$ cat config.mk
export PLATFORM = sky130hd
export DESIGN_NAME = nubus_target
export DESIGN_NICKNAME = d
export VERILOG_FILES = /design/src/rtl/nubus_pkg.sv /design/src/rtl/nubus_lane_decode.sv /design/src/rtl/nubus_target.sv
export SDC_FILE = /design/constraint.sdc
export NUM_CORES = 1
export LEC_CHECK = 0
export ABC_AREA = 0
export CORE_MARGIN = 2
export CORE_UTILIZATION = 40
export DETAILED_ROUTE_END_ITERATION = 10
export GPL_TIMING_DRIVEN = 1
export PLACE_DENSITY = 0.83
export SYNTH_ARGS = -nofsm -noshare
export SYNTH_HDL_FRONTEND = slang
export SYNTH_SLANG_ARGS = --single-unit
export TNS_END_PERCENT = 50
$ cat constraint.sdc
create_clock -name nub_clkn -period 1.6 [get_ports nub_clkn]
set_input_delay 0.32 -clock nub_clkn [delete_from_list [all_inputs] [get_ports nub_clkn]]
set_output_delay 0.32 -clock nub_clkn [all_outputs]
set_load 0.01 [all_outputs]
$ cat src/rtl/nubus_pkg.sv
// Shared NuBus target types: FSM states, ACK status codes, byte-lane decode constants.
// Pure declarations; no timing or flow-control behaviour of its own.
package nubus_pkg;

    typedef enum logic [1:0] {
        S_IDLE  = 2'd0,
        S_WDATA = 2'd1,
        S_MEM   = 2'd2,
        S_ACK   = 2'd3
    } state_t;

    // Encoded directly as the inverted {tm1n_o, tm0n_o} driven during ACK.
    typedef enum logic [1:0] {
        STAT_COMPLETE = 2'b00,
        STAT_ERROR    = 2'b01,
        STAT_TIMEOUT  = 2'b10
    } status_t;

    localparam logic [1:0] AD_WORD    = 2'b00;
    localparam logic [1:0] AD_HALF_LO = 2'b01;
    localparam logic [1:0] AD_BLOCK   = 2'b10;
    localparam logic [1:0] AD_HALF_HI = 2'b11;

    localparam logic [3:0] MASK_NONE    = 4'b0000;
    localparam logic [3:0] MASK_WORD    = 4'b1111;
    localparam logic [3:0] MASK_HALF_LO = 4'b0011;
    localparam logic [3:0] MASK_HALF_HI = 4'b1100;

    function automatic logic [3:0] byte_mask(input logic [1:0] lane);
        return 4'b0001 << lane;
    endfunction

endpackage

$ cat src/rtl/nubus_lane_decode.sv
// Maps NuBus transfer size (tm0, ad[1:0]) to a byte-lane mask and flags block transfers.
// Combinational, zero latency; no flow control.
module nubus_lane_decode
    import nubus_pkg::*;
(
    input  logic       tm0,
    input  logic [1:0] ad_lo,
    output logic [3:0] mask,
    output logic       block
);

    always_comb begin
        mask  = MASK_NONE;
        block = 1'b0;
        if (tm0) begin
            mask = byte_mask(ad_lo);
        end else begin
            case (ad_lo)
                AD_WORD:    mask = MASK_WORD;
                AD_HALF_LO: mask = MASK_HALF_LO;
                AD_HALF_HI: mask = MASK_HALF_HI;
                default:    block = 1'b1;
            endcase
        end
    end

endmodule

$ cat src/rtl/nubus_target.sv
// NuBus slave bridging slot/super-slot accesses onto a simple valid/ready memory port.
// Read: mem_valid one clock after START, write: two; ACK the clock after mem_ready or wait timeout.
module nubus_target
    import nubus_pkg::*;
#(
    parameter logic [3:0] SLOTS_ADDRESS = 4'hF,
    parameter bit         SUPERSLOTS_EN = 1'b1,
    parameter int         WAIT_W        = 8
) (
    input  logic        nub_clkn,
    input  logic        nub_resetn,
    input  logic [3:0]  nub_idn,
    input  logic        nub_startn,
    input  logic        nub_ackn,
    input  logic        nub_tm1n,
    input  logic        nub_tm0n,
    input  logic [31:0] nub_adn_i,
    output logic [31:0] nub_adn_o,
    output logic        nub_adoe,
    output logic        nub_ackn_o,
    output logic        nub_tm1n_o,
    output logic        nub_tm0n_o,
    output logic        nub_ctloe,
    output logic        mem_valid,
    output logic [31:0] mem_addr,
    output logic [31:0] mem_wdata,
    output logic [3:0]  mem_write,
    input  logic        mem_ready,
    input  logic [31:0] mem_rdata
);

    state_t              state, state_n;
    status_t             status_q;
    logic                is_read_q;
    logic [31:0]         rdata_q;
    logic [WAIT_W-1:0]   wait_cnt, wait_next;

    logic [31:0] ad;
    logic        tm1, tm0;
    logic [3:0]  slot_id;
    logic        start, hit, accept, timeout;
    logic [3:0]  lane_mask;
    logic        lane_block;

    assign ad      = ~nub_adn_i;
    assign tm1     = ~nub_tm1n;
    assign tm0     = ~nub_tm0n;
    assign slot_id = ~nub_idn;

    // START with ACK also low is an attention cycle, not a transaction.
    assign start  = ~nub_startn & nub_ackn;
    assign hit    = (ad[31:24] == {SLOTS_ADDRESS, slot_id})
                  | (SUPERSLOTS_EN && (ad[31:28] == slot_id));
    assign accept = (state == S_IDLE) & start & hit;

    assign wait_next = wait_cnt + 1'b1;
    assign timeout   = (state == S_MEM) & ~mem_ready & (wait_next == {WAIT_W{1'b1}});

    nubus_lane_decode u_lane_decode (
        .tm0   (tm0),
        .ad_lo (ad[1:0]),
        .mask  (lane_mask),
        .block (lane_block)
    );

    always_ff @(negedge nub_clkn) begin
        if (!nub_resetn) state <= S_IDLE;
        else             state <= state_n;
    end

    always_comb begin
        state_n    = state;
        mem_valid  = 1'b0;
        nub_ctloe  = 1'b0;
        nub_ackn_o = 1'b1;
        nub_tm1n_o = 1'b1;
        nub_tm0n_o = 1'b1;
        nub_adoe   = 1'b0;
        nub_adn_o  = 32'hFFFF_FFFF;
        case (state)
            S_IDLE: begin
                if (accept) begin
                    if (lane_block) state_n = S_ACK;
                    else if (tm1)   state_n = S_WDATA;
                    else            state_n = S_MEM;
                end
            end
            S_WDATA: state_n = S_MEM;
            S_MEM: begin
                mem_valid = 1'b1;
                if (mem_ready || timeout) state_n = S_ACK;
            end
            S_ACK: begin
                state_n                  = S_IDLE;
                nub_ctloe                = 1'b1;
                nub_ackn_o               = 1'b0;
                {nub_tm1n_o, nub_tm0n_o} = status_q;
                if (is_read_q && (status_q == STAT_COMPLETE)) begin
                    nub_adoe  = 1'b1;
                    nub_adn_o = ~rdata_q;
                end
            end
            default: state_n = S_IDLE;
        endcase
    end

    always_ff @(negedge nub_clkn) begin
        if (!nub_resetn) begin
            mem_addr  <= 32'h0;
            mem_wdata <= 32'h0;
            mem_write <= MASK_NONE;
            is_read_q <= 1'b0;
            status_q  <= STAT_COMPLETE;
            rdata_q   <= 32'h0;
            wait_cnt  <= '0;
        end else begin
            if (accept) begin
                mem_addr  <= {ad[31:2], 2'b00};
                mem_write <= (tm1 && !lane_block) ? lane_mask : MASK_NONE;
                is_read_q <= ~tm1;
                status_q  <= lane_block ? STAT_ERROR : STAT_COMPLETE;
            end
            if (state == S_WDATA) mem_wdata <= ad;
            // Held at zero outside MEM so every MEM entry starts a fresh count.
            if (state == S_MEM) wait_cnt <= wait_next;
            else                wait_cnt <= '0;
            if ((state == S_MEM) && mem_ready) rdata_q <= mem_rdata;
            if (timeout) status_q <= STAT_TIMEOUT;
        end
    end

endmodule

==> results of run 1 <==
==> worst paths after layout <==
| kind | endpoint | slack [ns] | cells past startpoint |
|---|---|---|---|
| worst max-delay path | nub_adn_o[29] | -1.24 | 7 |
| worst min-delay path | rdata_q[30]$_SDFFE_NN0P_ | 0.46 | 2 |
| worst max register to register | is_read_q$_SDFFE_NN0P_ | -0.52 | 11 |
| worst min register to register | rdata_q[30]$_SDFFE_NN0P_ | 0.46 | 2 |
==> timing repair <==
action / CTS / global route
setup endpoints to repair: 183 / 175
pin swaps: 41 / 17
setup buffers: 10 / 7
resized for setup: 701 / 88
cloned: 7 / 4
==> layout make-up <==
class / instances / area, µm²
clock buffer: 9 / 225
clock inverter: 117 / 485
fill: 682 / 2730
inverter: 14 / 55.1
multi-input combinational: 353 / 2630
sequential: 111 / 2310
tap: 143 / 179
timing repair buffer: 257 / 2810
==> layer usage <==
layer	wire length, µm	track usage	share of wire
met3	1020	0.0832	0.055
met5	0	0	0
met1	7000	0.275	0.37
met2	9790	0.469	0.52
met4	875	0.161	0.047
==> worst register-to-register path, delay by kind of cell (launching register included) <==
family / cells / cell delay, ns
AO/OA/AOI/OAI: 1 / 0.21
adder cells (fa/ha/maj): 1 / 0.20
buffers and inverters: 5 / 0.58
flip-flops: 1 / 0.35
multiplexers: 1 / 0.25
AND/OR/NAND/NOR: 3 / 0.41
==> placed cells by master (no fill, tap or decap), types with 12 or more instances in the layout <==
cell             synthesis  routed
inv_1                   15     125
mux2i_1                 15      14
dfxtp_1                111      43
nand2_4                  0      15
clkbuf_16                0      13
nand2_2                  0      34
dfxtp_2                  0      66
clkdlybuf4s50_1          0      54
buf_6                    5     109
a21boi_0                34      27
buf_12                   0      12
buf_4                    2      47
o211a_1                 54      54
nand2_1                157     108
==> cell families (layout without fill, tap and decap cells) <==
group,Yosys count,in the layout,share of synthesized area
xor gates and xnor gates,14,14,0.0262
AOI/OAI and AO/OA,99,99,0.188
and+or+nand+nor,211,211,0.194
muxes,16,16,0.0345
adders and majority gates,11,11,0.0295
other,1,2,0.000802
buffers and inverters,52,397,0.0519
DFF,111,111,0.476
==> report_power, final <==
part,switching (µW),internal [µW]
Sequential,234,3100
Combinational,1030,1220
Clock,2040,1600
==> per-stage QoR <==
stage | hold WS [ns] | worst slack, ns | util | area, µm²
5_1_grt | 0.492 | -1.32 | 0.761 | 8690
4_1_cts | 0.463 | -1.18 | 0.727 | 8310
2_1_floorplan | 0.444 | -0.736 | - | 4790
3_3_place_gp | 0.451 | -1.38 | 0.614 | 7010
3_5_place_dp | 0.457 | -1.40 | 0.614 | 7010
6_report | 0.464 | -1.24 | 0.761 | 8690
==> sequential cells by signal (all words and copies together), names as in the netlist <==
signal	count
mem_addr	30
state	2
status_q	2
rdata_q	32
mem_write	4
is_read_q	1
mem_wdata	32
wait_cnt	8
==> run summary, run 1 <==
Slowest cell delay on critical path: 0.36 ns
Die footprint: 12600 µm²
Most numerous cell in the Yosys netlist: nand2_1
Root Driver: clkbuf_16
Bufs and invs on worst path: 3
Max Cap Violations: 0
CP endpoint kind: output port
Skew-Pair Late Insertion Delay: 0.46 ns
Die Ht: 112 µm
Hold buffer count at cts: 0
Top_reg_cell synth: dfxtp_1
Placed instance count: 856
Arrival time worst endpoint: 2.52 ns
Via count of the first global-routing pass: 5593
Total Routed Length: 18.7 mm
Post-synth EDFFs: 0
Violated checks: negative setup slack
Antenna violations before repair: 0
CTS H-tree depth: 3
RSZ-0062 raised after global routing: yes
Buffers on Ports: 178
HP Start: rdata_q[30]$_SDFFE_NN0P_
Critical Path Source Type: flop
Gpl congestion: 0.901
Cells along the critical path: ha_4, nand2b_4, nor3b_4, buf_6, buf_12, nand2_2, buf_6
Die width: 112 µm
DR vias/cell: 5.36
Max Transition Viols Final: 0
Setup TNS: -93.53 ns
# rows: 39
Maximum buffer depth of the clock tree: 2
GRT Total Usage: 0.266
Required time of the critical path: 1.28 ns
Antenna cells: 0
Vias: 5379
Cell Count, Final, Fillers Out: 1004
Final nets: 943
Unique cell type count in the Yosys netlist: 36
Largest fanout on the critical path: 8
Routed wire per std cell: 18.6 µm
TritonCTS clock tree: yes
Worst hold-check path type: flop to flop
Slew HR: 0.607
I/O pins: 181
Layout cell share with drive strength beyond 1: 0.411
Worst slew pin tran: 0.580 ns
Area delta synth->final: 86.0%
Crit-path slowest cell: dfxtp_2
Global-route wire length before repair: 26.8 mm
Drc violations: 0
Post-layout worst setup margin: -1.24 ns
Commonest cells post-synth: nand2_1 (157), dfxtp_1 (111), o211a_1 (54), a21boi_0 (34), clkbuf_1 (28)
Seq cells post-synth: 111
Reg clk slew, reported paths: 0.05 ns
Largest net degree at the start of global routing: 41
YS warnings: 0
Register area share after synthesis: 0.476
Fin. Hold Viols: 0
CP top delay family: buffers and inverters
CTS Buf Count: 9
Antenna violation net count after detailed routing: 0
Post-DP HPWL: 9.51 mm
Leak pwr: 0.00465 µW
Yosys top cell area share: 0.476
Mapped Cells: 515
Tot Pwr: 9220 µW
Iter 0 DRT Violations: 386
Critical path type: flop to output port
Status: finished, violations left
Total gr overflow: 0
FF-to-FF Start: state[0]$_SDFFE_NN0P_
Clock sinks: 111
CP most frequent cell: buf_6
Skew final: 0.0483 ns
Syn avg cell area: 9.07 µm²
Post-Syn Area: 4670 µm²
Maximum vdd drop: 0.941 mV
Core Region: 11400 µm²
DR pass1 iterations: 5
Final Setup Violations: 152
PD cells: 1060 nW/µm²
Cells taking the most area after synthesis: dfxtp_1 (48%), nand2_1 (13%), o211a_1 (12%)
Cell taking the most area after synthesis: dfxtp_1
Async SR Flop Fraction: 0
Initial Util: 0.409
Start point of the critical path: state[1]$_SDFFE_NN0P_
Note: power is estimated with default switching activity, not from simulation.
==> run 2: changes to the inputs <==
- ABC_CLOCK_PERIOD_IN_PS: default -> 1600
- GPL_ROUTABILITY_DRIVEN: default -> 0
==> results of run 2 <==
Final layout, timing and power as in run 1 (identical DEF).
==> run 3: changes to the inputs <==
- CORE_MARGIN: 2 -> 1.5
- CORE_UTILIZATION: 40 -> 41
- CTS_BUF_LIST: default -> sky130_fd_sc_hd__clkbuf_4 sky130_fd_sc_hd__clkbuf_8
- PLACE_DENSITY: 0.83 -> 0.85
==> run 3 against run 2 <==
Effect of this change: the flow still finishes with violations (negative setup slack); first-iteration DRC count grew 2.1%; clock-buffer cell count unchanged; utilization shrank 0.32 points; power shrank 4.0%; cell count grew 0.80%; die area fell by 4.1%; hold slack got worse by 0.012 ns; routed wire length is 1.3% lower; non-clock buffer count up 10; highest routed layer unchanged.
==> run summary, run 3 (synthesis gave the netlist of run 1 again) <==
Post-DP HPWL: 9.57 mm
Sequential power share: 0.373
Max Transition Viols Final: 0
Root Driver: clkbuf_8
CP endpoint kind: output port
Violated checks: negative setup slack
Slew HR: 0.584
Routed wire per std cell: 18.2 µm
Internal power: 5520 µW
TritonCTS clock tree: yes
GRT Total Usage: 0.269
Die Ht: 110 µm
Clock sinks: 111
Antenna cells: 0
DR pass1 iterations: 6
Sw power: 3330 µW
Via count of the first global-routing pass: 5677
Antenna violation net count after detailed routing: 0
# rows: 38
Commonest non-fill, non-tap cell in the layout: nand2_1
Clock Power Share: 0.367
Skew final: 0.0531 ns
Initial Util: 0.425
Buffers on Ports: 178
Status: finished, violations left
Worst hold-check path type: flop to flop
PD cells: 1060 nW/µm²
Hold_ws: 0.453 ns
Util after Layout: 0.758
Arrival time worst endpoint: 2.60 ns
Critical Path Source Type: flop
Critical path type: flop to output port
Final Setup Violations: 164
Area delta synth->final: 78.2%
Maximum buffer depth of the clock tree: 2
RSZ-0062 raised after global routing: yes
I/O pins: 181
Skew-Pair Late Insertion Delay: 0.49 ns
Total gr overflow: 0
Worst slew pin tran: 0.615 ns
Total Routed Length: 18.4 mm
Largest net degree at the start of global routing: 49
Drc violations: 0
Layout cell share with drive strength beyond 1: 0.383
Fin. Hold Viols: 0
Required time of the critical path: 1.28 ns
Final nets: 953
Vias: 5374
Commonest non-fill, non-tap cells in the layout: nand2_1 (133), inv_1 (123), buf_6 (82)
Combinational share of power: 0.260
Tot Pwr: 8850 µW
Global-route wire length before repair: 25.2 mm
Post-layout worst setup margin: -1.32 ns
Leak pwr: 0.00439 µW
Biggest regs: mem_wdata: 32 flops, rdata_q: 32 flops, mem_addr: 30 flops
CTS Buf Count: 9
CTS H-tree depth: 3
Reg clk slew, reported paths: 0.06 ns
Maximum vdd drop: 0.810 mV
Die width: 110 µm
Max Cap Violations: 0
DR vias/cell: 5.31
Switching share of power: 0.377
Iter 0 DRT Violations: 394
Antenna violations before repair: 0
Core Region: 11000 µm²
Largest fanout on the critical path: 8
Die footprint: 12000 µm²
run 3: cell count changes in the layout (fill, tap and decap cells not counted), moves of 12 or more:
| cell | delta |
|---|---|
| buf_6 | -27 |
| buf_2 | +12 |
| a21boi_0 | -24 |
| clkbuf_2 | +15 |
| a21boi_1 | +23 |
| nand2_4 | -13 |
| nand2_1 | +25 |
| nand2_2 | -12 |
run 3: repair_timing:
| item | in CTS | in global routing |
|---|---|---|
| endpoints found under the setup margin | 183 | 180 |
| gates cloned | 7 | 2 |
| hold buffers | 0 | 0 |
| buffers inserted | 23 | 12 |
| pin swaps | 22 | 7 |
| gates resized for setup | 390 | 278 |
| endpoints found under the hold margin | 0 | 0 |
run 3: worst max-delay path, stage by stage, from the launching register on:
cell       delay (ns)
dfxtp_4          0.36
ha_4             0.14
nand2b_4         0.06
nor3b_4          0.23
buf_4            0.20
clkbuf_16        0.16
nand2_1          0.05
buf_2            0.14
run 3: final timing paths:
path / startpoint / endpoint / slack, ns / cells after the start
worst max-delay path: state[0]$_SDFFE_NN0P_ / nub_adn_o[27] / -1.32 / 7
worst min-delay path: rdata_q[1]$_SDFFE_NN0P_ / rdata_q[1]$_SDFFE_NN0P_ / 0.45 / 2
worst max register to register: state[0]$_SDFFE_NN0P_ / mem_addr[4]$_SDFFE_NN0P_ / -0.70 / 12
worst min register to register: rdata_q[1]$_SDFFE_NN0P_ / rdata_q[1]$_SDFFE_NN0P_ / 0.45 / 2
run 3: cell type report:
| cell class | count | area (µm²) |
|---|---|---|
| inverters | 14 | 55.1 |
| repair buffers | 267 | 2700 |
| flip-flops and latches | 111 | 2310 |
| clock buffers | 9 | 124 |
| fillers | 694 | 2660 |
| clock inverters | 118 | 524 |
| multi-input cells | 353 | 2430 |
| well taps | 140 | 175 |
run 3: through the flow:
stage | worst slack, ns | cells | instance area [µm²] | TNS (ns)
2_1_floorplan | -0.736 | 516 | 4790 | -66.95
3_3_place_gp | -1.37 | 850 | 7010 | -148.49
3_5_place_dp | -1.51 | 850 | 7010 | -156.55
4_1_cts | -1.34 | 1004 | 8120 | -120.42
5_1_grt | -1.39 | 1012 | 8330 | -111.71
6_report | -1.32 | 1012 | 8330 | -104.56
run 3: power by group through the flow:
stage | Sequential, µW | Combinational (µW) | Clock (µW)
2_1_floorplan | 3320 | 780 | 423
3_3_place_gp | 3230 | 1840 | 423
3_5_place_dp | 3250 | 1900 | 423
4_1_cts | 3240 | 2070 | 3130
5_1_grt | 3320 | 2430 | 3630
6_report | 3300 | 2300 | 3250
run 3: metal layers:
metal  vias to the layer above  share of wire  global-route usage
met3                        88          0.060               0.107
met1                      2577           0.35               0.244
met2                       286           0.54               0.487
li1                       2423              -                   -
met5                         -              0                   0
met4                         0          0.049               0.189
